$ cat src/rtl/key_speed_sel.sv
// Debounced push-button that steps a speed index on each accepted press and
// derives the matching LED flash period from it.
module key_speed_sel #(
  parameter int DB_CYCLES   = 1_000_000,
  parameter int IDX_MAX     = 8,
  parameter int BASE_PERIOD = 100_000_000,
  parameter int STEP_PERIOD = 50_000_000
) (
  input  logic        clk,
  input  logic        rst_n,
  input  logic        key_in,
  output logic        key_level,
  output logic        key_pulse,
  output logic [3:0]  speed_idx,
  output logic [28:0] period
);

  localparam int               CNT_W    = (DB_CYCLES > 1) ? $clog2(DB_CYCLES) : 1;
  localparam logic [CNT_W-1:0] CNT_LAST = CNT_W'(DB_CYCLES - 1);
  localparam logic [3:0]       IDX_LAST = 4'(IDX_MAX);
  localparam logic [28:0]      BASE_P   = 29'(BASE_PERIOD);
  localparam logic [28:0]      STEP_P   = 29'(STEP_PERIOD);

  typedef enum logic [1:0] {
    IDLE    = 2'd0,
    DB_DOWN = 2'd1,
    DOWN    = 2'd2,
    DB_UP   = 2'd3
  } state_t;

  state_t           state;
  logic [CNT_W-1:0] cnt;
  logic             key_meta;
  logic             key_s;

  // Both flops come out of reset at the released level so that reset
  // deassertion never looks like a falling edge on the key.
  // NOTE: sequential state is always written with <=; blocking assignments
  // here would make the second flop see the new first-flop value and collapse
  // the synchronizer to a single stage.
  always_ff @(posedge clk or negedge rst_n) begin
    if (!rst_n) begin
      key_meta <= 1'b1;
      key_s    <= 1'b1;
    end else begin
      key_meta <= key_in;
      key_s    <= key_meta;
    end
  end

  always_ff @(posedge clk or negedge rst_n) begin
    if (!rst_n) begin
      state     <= IDLE;
      cnt       <= '0;
      key_level <= 1'b1;
      key_pulse <= 1'b0;
      speed_idx <= 4'd0;
    end else begin
      key_pulse <= 1'b0;
      case (state)
        IDLE: begin
          if (!key_s) begin
            state <= DB_DOWN;
            cnt   <= '0;
          end
        end

        DB_DOWN: begin
          if (key_s) begin
            state <= IDLE;
            cnt   <= '0;
          end else if (cnt == CNT_LAST) begin
            // Press accepted: the only place that strobes and steps the index.
            state     <= DOWN;
            cnt       <= '0;
            key_level <= 1'b0;
            key_pulse <= 1'b1;
            speed_idx <= (speed_idx == IDX_LAST) ? 4'd0 : speed_idx + 4'd1;
          end else begin
            cnt <= cnt + 1'b1;
          end
        end

        DOWN: begin
          if (key_s) begin
            state <= DB_UP;
            cnt   <= '0;
          end
        end

        DB_UP: begin
          if (!key_s) begin
            state <= DOWN;
            cnt   <= '0;
          end else if (cnt == CNT_LAST) begin
            state     <= IDLE;
            cnt       <= '0;
            key_level <= 1'b1;
          end else begin
            cnt <= cnt + 1'b1;
          end
        end

        default: begin
          state <= IDLE;
          cnt   <= '0;
        end
      endcase
    end
  end

  // Period is combinational from the index register, so it tracks speed_idx
  // in the same cycle and shows BASE_PERIOD while reset holds the index at 0.
  assign period = BASE_P + STEP_P * {25'd0, speed_idx};

endmodule

$ cat config.mk
export PLATFORM = sky130hd
export DESIGN_NAME = key_speed_sel
export DESIGN_NICKNAME = d
export VERILOG_FILES = /design/src/rtl/key_speed_sel.sv
export SDC_FILE = /design/constraint.sdc
export NUM_CORES = 1
export LEC_CHECK = 0
export CORE_MARGIN = 3
export CORE_UTILIZATION = 51
export CTS_CLUSTER_SIZE = 14
export DETAILED_ROUTE_END_ITERATION = 10
export HOLD_SLACK_MARGIN = 0.03
export PLACE_DENSITY = 0.8
export SYNTH_ARGS = -nofsm -noshare
export SYNTH_HDL_FRONTEND = slang
export SYNTH_SLANG_ARGS = --single-unit
$ cat constraint.sdc
create_clock -name clk -period 4 [get_ports clk]
set_input_delay 0.6 -clock clk [delete_from_list [all_inputs] [get_ports clk]]
set_output_delay 0.6 -clock clk [all_outputs]
set_load 0.005 [all_outputs]
==> results of run 1 <==
-- metal layers --
layer	vias up	part of all wire
met2	185	0.51
li1	1447	-
met3	40	0.067
met1	1527	0.39
met4	0	0.035
met5	-	0
-- synthesized netlist by cell type (all sizes together) (3+ instances only) --
| master | number | area share |
|---|---|---|
| nand2 | 41 | 0.053 |
| o21ai | 41 | 0.074 |
| nor2 | 28 | 0.036 |
| dfrtp | 27 | 0.23 |
| ha | 25 | 0.11 |
| inv | 16 | 0.021 |
| xor2 | 15 | 0.045 |
| a21oi | 14 | 0.024 |
| nand3 | 12 | 0.021 |
| xnor2 | 12 | 0.036 |
| buf | 11 | 0.029 |
| fa | 8 | 0.055 |
| clkbuf | 7 | 0.0091 |
| nand4 | 7 | 0.015 |
| nor4 | 7 | 0.017 |
| o31ai | 7 | 0.020 |
| and3 | 6 | 0.013 |
| a31oi | 5 | 0.011 |
| and2 | 5 | 0.011 |
| a211oi | 4 | 0.012 |
| a21o | 4 | 0.010 |
| nor3b | 4 | 0.010 |
| nor4b | 4 | 0.012 |
| a311oi | 3 | 0.0091 |
| dfstp | 3 | 0.027 |
| nor3 | 3 | 0.0069 |
| or2 | 3 | 0.0065 |
-- state kept, by name (all words and copies together), names as in the netlist, named ones only --
name and count:
cnt 20, speed_idx 4, key_level 1, key_meta 1, key_pulse 1, key_s 1, state 1
-- worst max-delay path, stage by stage (launching register included) --
cell and delay [ns]:
dfrtp_2 0.43, fa_2 0.50, fa_2 0.58, inv_2 0.05, fa_2 0.36, nand2b_4 0.18, a21oi_4 0.20, buf_4 0.16
o41ai_4 0.06, nor4_2 0.25, buf_4 0.17, buf_4 0.13, a31oi_4 0.10, o31ai_4 0.20, xnor2_1 0.14, buf_2 0.13
-- report_power, final --
part | internal, mW | switching [mW]
clock | 0.138 | 0.121
sequential | 0.320 | 0.0191
combinational | 0.0314 | 0.0773
total | 0.489 | 0.218
-- how the worst max path moves through the flow --
stage,endpoint,slack [ns],startpoint
2_1_floorplan,period[28],0.004,speed_idx[2]$_DFFE_PN0P_
3_3_place_gp,period[28],-0.38,speed_idx[2]$_DFFE_PN0P_
3_5_place_dp,period[25],-0.51,speed_idx[2]$_DFFE_PN0P_
4_1_cts,period[28],-0.41,speed_idx[3]$_DFFE_PN0P_
5_1_grt,period[28],-0.57,speed_idx[2]$_DFFE_PN0P_
6_report,period[28],-0.51,speed_idx[2]$_DFFE_PN0P_
-- kinds of logic (layout without fill, tap and decap cells) --
family                     count (synthesis)  after routing  share of synthesized area
AOI/OAI and AO/OA                         91             91                      0.199
muxes                                      1              1                    0.00390
xor gates and xnor gates                  27             27                     0.0819
DFF                                       30             30                      0.261
buffers and inverters                     34            136                     0.0589
adders and majority gates                 33             33                      0.164
other                                      1              7                    0.00130
and+or+nand+nor                          130            130                      0.230
-- final cells by class --
class                      count  share of cell area
multi-input combinational    289               0.554
timing repair buffer         112               0.209
sequential                    30               0.179
tap                           70              0.0207
clock buffer                   6              0.0196
inverter                      16              0.0142
clock inverter                 2             0.00296
-- through the flow --
step / utilization / area [um^2] / setup TNS (ns) / hold slack [ns] / worst slack [ns]
6_report: 0.796 / 4220 / -3.51 / 0.362 / -0.511
5_1_grt: 0.796 / 4220 / -4.64 / 0.365 / -0.572
4_1_cts: 0.768 / 4070 / -2.73 / 0.361 / -0.405
3_5_place_dp: 0.703 / 3730 / -4.12 / 0.347 / -0.509
3_3_place_gp: 0.703 / 3730 / -2.87 / 0.347 / -0.377
2_1_floorplan: - / 2950 / 0 / 0.304 / 0.00376
-- layout by cell type, fill, tap and decap left out, types with 3 or more instances in the layout --
| cell type | n |
|---|---|
| xor2_1 | 11 |
| or2_2 | 3 |
| buf_6 | 5 |
| fa_2 | 3 |
| a21oi_1 | 9 |
| o31ai_1 | 6 |
| nand2_1 | 39 |
| clkbuf_8 | 6 |
| o21ai_4 | 3 |
| xnor2_1 | 10 |
| xor2_2 | 3 |
| nand4_1 | 7 |
| nor4_1 | 5 |
| a21oi_2 | 3 |
| and2_1 | 5 |
| dfstp_2 | 3 |
| nor2_1 | 25 |
| buf_2 | 10 |
| nand3_1 | 11 |
| dfrtp_1 | 25 |
| ha_4 | 6 |
| clkdlybuf4s50_1 | 18 |
| a21o_1 | 4 |
| ha_1 | 17 |
| a211oi_1 | 3 |
| o21ai_0 | 35 |
| fa_1 | 5 |
| nor4b_1 | 4 |
| buf_4 | 77 |
| and3_1 | 5 |
| a31oi_1 | 3 |
| nor3b_1 | 3 |
| inv_1 | 14 |
| conb_1 | 7 |
-- what timing repair did --
action / in CTS / in global routing
gates resized for setup: 70 / 34
endpoints found under the setup margin: 13 / 13
pin swaps: 31 / 27
hold buffers: 0 / 0
setup buffers: 13 / 2
==> out/results.ini, run 1 <==
[sta]
setup_viol=11
worst_slack_ns=-0.511
rsz0062_at_grt=true
finalHoldViolations=0
period_needed_ns=4.51
clock.fmax_mhz=222
finalCritPeriodShare=1.13
slew_headroom=0.131
drv_slew=0
worst_pin_slew_ns=1.30
finClkSkew_ns=0.00689

[layout]
final_cells=525
fin_nets=490
area_growth_pct=46.2
regArea_um2=757
n_antenna_cell=0
fill_cells=301
drive_above_1_share=0.358
multi_input_area_mm2=0.00234

[grt]
track_usage=0.284
grtUsageMet3=0.0410
grtUsageMet2=0.501
grt_pass1_wl_mm=14.6
grt_busiest_layer=met2
grt_start_max_net_pins=26
use_met1=0.343
antenna_found_initial=0
grt_pass1_vias=3119
grt_overflow=0

[worst_setup_path]
endpoint_kind=output port
path_max_fanout=3
r2r_end=cnt[3]$_DFFE_PN0P_
start_kind=flip-flop
r2r-start=cnt[0]$_DFFE_PN0P_
critPathKind=flip-flop to output port
worstPathRequired_ns=3.40
regToRegSetupSlack_ns=1.48
worstPathArrival_ns=3.91
rr_worst_depth=8

[clock_network]
cts_tree=yes
clock-sinks=30
clk_pin_slew_ns=0.07
root_buffer=clkbuf_8
clk_path_buf_depth=2
htreeDepth=2
cts_made_buffers=5
insertion_delay_ns=0.28

[synthesis]
yosys_warnings=0
async_flop_share=1.00
synth.yosys.seq_area_share=0.261
avgSynthCellArea_um2=8.32
ys_ff_latch=30
synth.distinct_cells=54
syn-instance-count=347
syn_area_mm2=0.00289
ys.flop_type=dfrtp_1
synth_edf_count=0

[placed_design]
dp.cells=502
post-dp-hpwl_mm=5.91
io_buffers=30
gp_congestion=0.879

[pwr]
power_density_mw_per_mm2=167
vdd_drop_max_mv=0.322
p_leak_nw=1.94
total_power_uw=707

[floorplan]
die-area_mm2=0.00660
core_mm2=0.00530
io_pins=38
fp.dieH_um=81.3
start_util=0.545
rows=26
die_w_um=81.3

[detailed_routing]
antenna_left=0
routed_wl_mm=9.41
via_per_inst=6.09
drc=0
firstDrtPassIters=5
via_count=3199
drt_iter0_markers=242
routedWlPerCell_um=17.9

[hold_path]
hold_start=key_meta$_DFF_PN1_
hp-class=flip-flop to flip-flop
min_to=key_s$_DFF_PN1_
whs_path_depth=0

[run_status]
status=finished, violations left
violations=negative setup slack

[job]
drv_cap=0

(Power assumes the default switching activity.)
==> inputs of run 2 (changes only) <==
GPL_ROUTABILITY_DRIVEN = 0   (was unset)
SLEW_MARGIN = 10   (was unset)
==> run 2 against run 1 <==
Against the previous run:
- the run still ends with negative setup slack left
- combinational power barely moved
- sequential power barely moved
- critical path depth did not move
- clock-buffer cell count did not move
==> out/results.ini, run 2 (same netlist as run 1, synthesis figures left out) <==
[pwr]
internal_power_uw=490  ; +0.11%
total_power_uw=709  ; +0.30%
switchingPower_uw=219  ; +0.71%
clockPowerShare=0.365  ; -0.002
p_seq_frac=0.479  ; about the same
power_density_mw_per_mm2=168  ; +0.24%
combPwrFrac=0.156  ; +0.002
swShare=0.309  ; +0.00126
vdd_drop_max_mv=0.329  ; +2.0%
p_leak_nw=1.94  ; about the same

[layout]
final_cells=525  ; unchanged
fin_nets=490  ; unchanged
layout_commonest_cell=buf_4
largestRegisters=cnt: 20 flops, speed_idx: 4 flops
regMostFlops=cnt
post-route-util=0.797  ; about the same
drive_above_1_share=0.360  ; +0.00220
n_antenna_cell=0  ; unchanged
area_growth_pct=46.3  ; about the same
fill_cells=300  ; -0.33%
final_cell_mix=77 x buf_4, 39 x nand2_1, 35 x o21ai_0
largest_register_ffs=20  ; unchanged

[sta]
slew_headroom=0.239  ; +0.108
finalCritPeriodShare=1.13  ; about the same
finalHoldViolations=0  ; unchanged
clock.fmax_mhz=222  ; about the same
drv_slew=0  ; unchanged
holdWs_ns=0.362  ; +0.0000260 ns
fin_tns_setup_ns=-3.52  ; -0.0129 ns
setup_viol=11  ; unchanged
worst_pin_slew_ns=1.14  ; -0.161 ns
period_needed_ns=4.51  ; -0.00230 ns
worst_slack_ns=-0.509  ; +0.00230 ns
rsz0062_at_grt=true
finClkSkew_ns=0.00775  ; +0.000859 ns

[clock_network]
cts-hold-fix-buffers=0  ; unchanged
htreeDepth=2  ; unchanged
cts_tree=yes
clk_pin_slew_ns=0.07  ; about the same
cts_made_buffers=5  ; unchanged
clk_path_buf_depth=2  ; unchanged
clock-sinks=30  ; unchanged
insertion_delay_ns=0.28  ; about the same
root_buffer=clkbuf_8

[placed_design]
dp.cells=502  ; unchanged
post-dp-hpwl_mm=5.91  ; unchanged
io_buffers=30  ; unchanged

[job]
drv_cap=0  ; unchanged

[floorplan]
core_mm2=0.00530  ; unchanged
rows=26  ; unchanged
die-area_mm2=0.00660  ; unchanged
io_pins=38  ; unchanged
fp.dieH_um=81.3  ; unchanged
start_util=0.545  ; unchanged
die_w_um=81.3  ; unchanged

[grt]
track_usage=0.284  ; unchanged
grt_overflow=0  ; unchanged
antenna_found_initial=0  ; unchanged
grt_start_max_net_pins=26  ; unchanged
grt_pass1_vias=3119  ; unchanged
grt_pass1_wl_mm=14.6  ; unchanged

[detailed_routing]
firstDrtPassIters=5  ; unchanged
routed_wl_mm=9.41  ; about the same
drt_iter0_markers=244  ; +0.83%
drc=0  ; unchanged
routedWlPerCell_um=17.9  ; about the same
via_count=3188  ; -0.34%
antenna_left=0  ; unchanged
via_per_inst=6.07  ; -0.34%

[worst_setup_path]
worstPathArrival_ns=3.91  ; about the same
start_kind=flip-flop
worstPathRequired_ns=3.40  ; about the same
path_max_fanout=3  ; unchanged
endpoint_kind=output port
critPathKind=flip-flop to output port

[hold_path]
hp-class=flip-flop to flip-flop

[run_status]
status=finished, violations left
violations=negative setup slack

## run 2: cell counts in the layout (fill, tap and decap cells not counted)
Identical to the previous run, type by type.
## run 2: metrics by stage
stage	setup slack [ns]	cell area, um^2
final	-0.509	4220
after global routing	-0.572	4220
after floorplan	0.00376	2950
after global placement	-0.377	3730
after CTS	-0.405	4070
after detailed placement	-0.509	3730
## run 2: area by class of cell
cell class / count / area [um^2] / area share
inverters: 16 / 60.1 / 0.0142
multi-input cells: 289 / 2340 / 0.554
well taps: 70 / 87.6 / 0.0207
flip-flops and latches: 30 / 757 / 0.179
clock inverters: 2 / 12.5 / 0.00296
clock buffers: 6 / 82.6 / 0.0195
repair buffers: 112 / 883 / 0.209
## run 2: worst paths after layout
path | from | end | slack, ns | cells past startpoint
max | speed_idx[2]$_DFFE_PN0P_ | period[28] | -0.51 | 15
min | key_meta$_DFF_PN1_ | key_s$_DFF_PN1_ | 0.36 | 0
max in group asynchronous | rst_n | speed_idx[2]$_DFFE_PN0P_ | 2.31 | 1
min in group asynchronous | rst_n | cnt[11]$_DFFE_PN0P_ | 0.93 | 1
min reg2reg | key_meta$_DFF_PN1_ | key_s$_DFF_PN1_ | 0.36 | 0
max reg2reg | cnt[0]$_DFFE_PN0P_ | cnt[15]$_DFFE_PN0P_ | 1.48 | 8
## run 2: layer usage
layer / part of all wire / vias up / track usage
met3: 0.071 / 40 / 0.0410
li1: - / 1448 / -
met2: 0.51 / 192 / 0.501
met5: 0 / - / 0
met1: 0.38 / 1508 / 0.343
met4: 0.035 / 0 / 0.122
## run 2: timing repair
action | in CTS | in global routing
buffers inserted | 13 | 2
pin swaps | 31 | 27
resized for setup | 70 | 34
endpoints found under the setup margin | 13 | 13
## run 2: power groups by stage
stage	combinational (mW)	clock [mW]	sequential [mW]
6_report	0.110	0.259	0.340
5_1_grt	0.123	0.271	0.341
3_5_place_dp	0.102	0	0.342
4_1_cts	0.103	0.263	0.337
3_3_place_gp	0.0987	0	0.341
2_1_floorplan	0.0850	0	0.338
## run 2: worst max-delay path: stages, from the launching register on
cell	delay (ns)
dfrtp_2	0.43
fa_2	0.50
fa_2	0.58
inv_2	0.05
fa_2	0.36
nand2b_4	0.18
a21oi_4	0.20
buf_4	0.16
o41ai_4	0.06
nor4_2	0.25
buf_4	0.17
buf_4	0.13
a31oi_4	0.10
o31ai_4	0.20
xnor2_1	0.14
buf_2	0.13
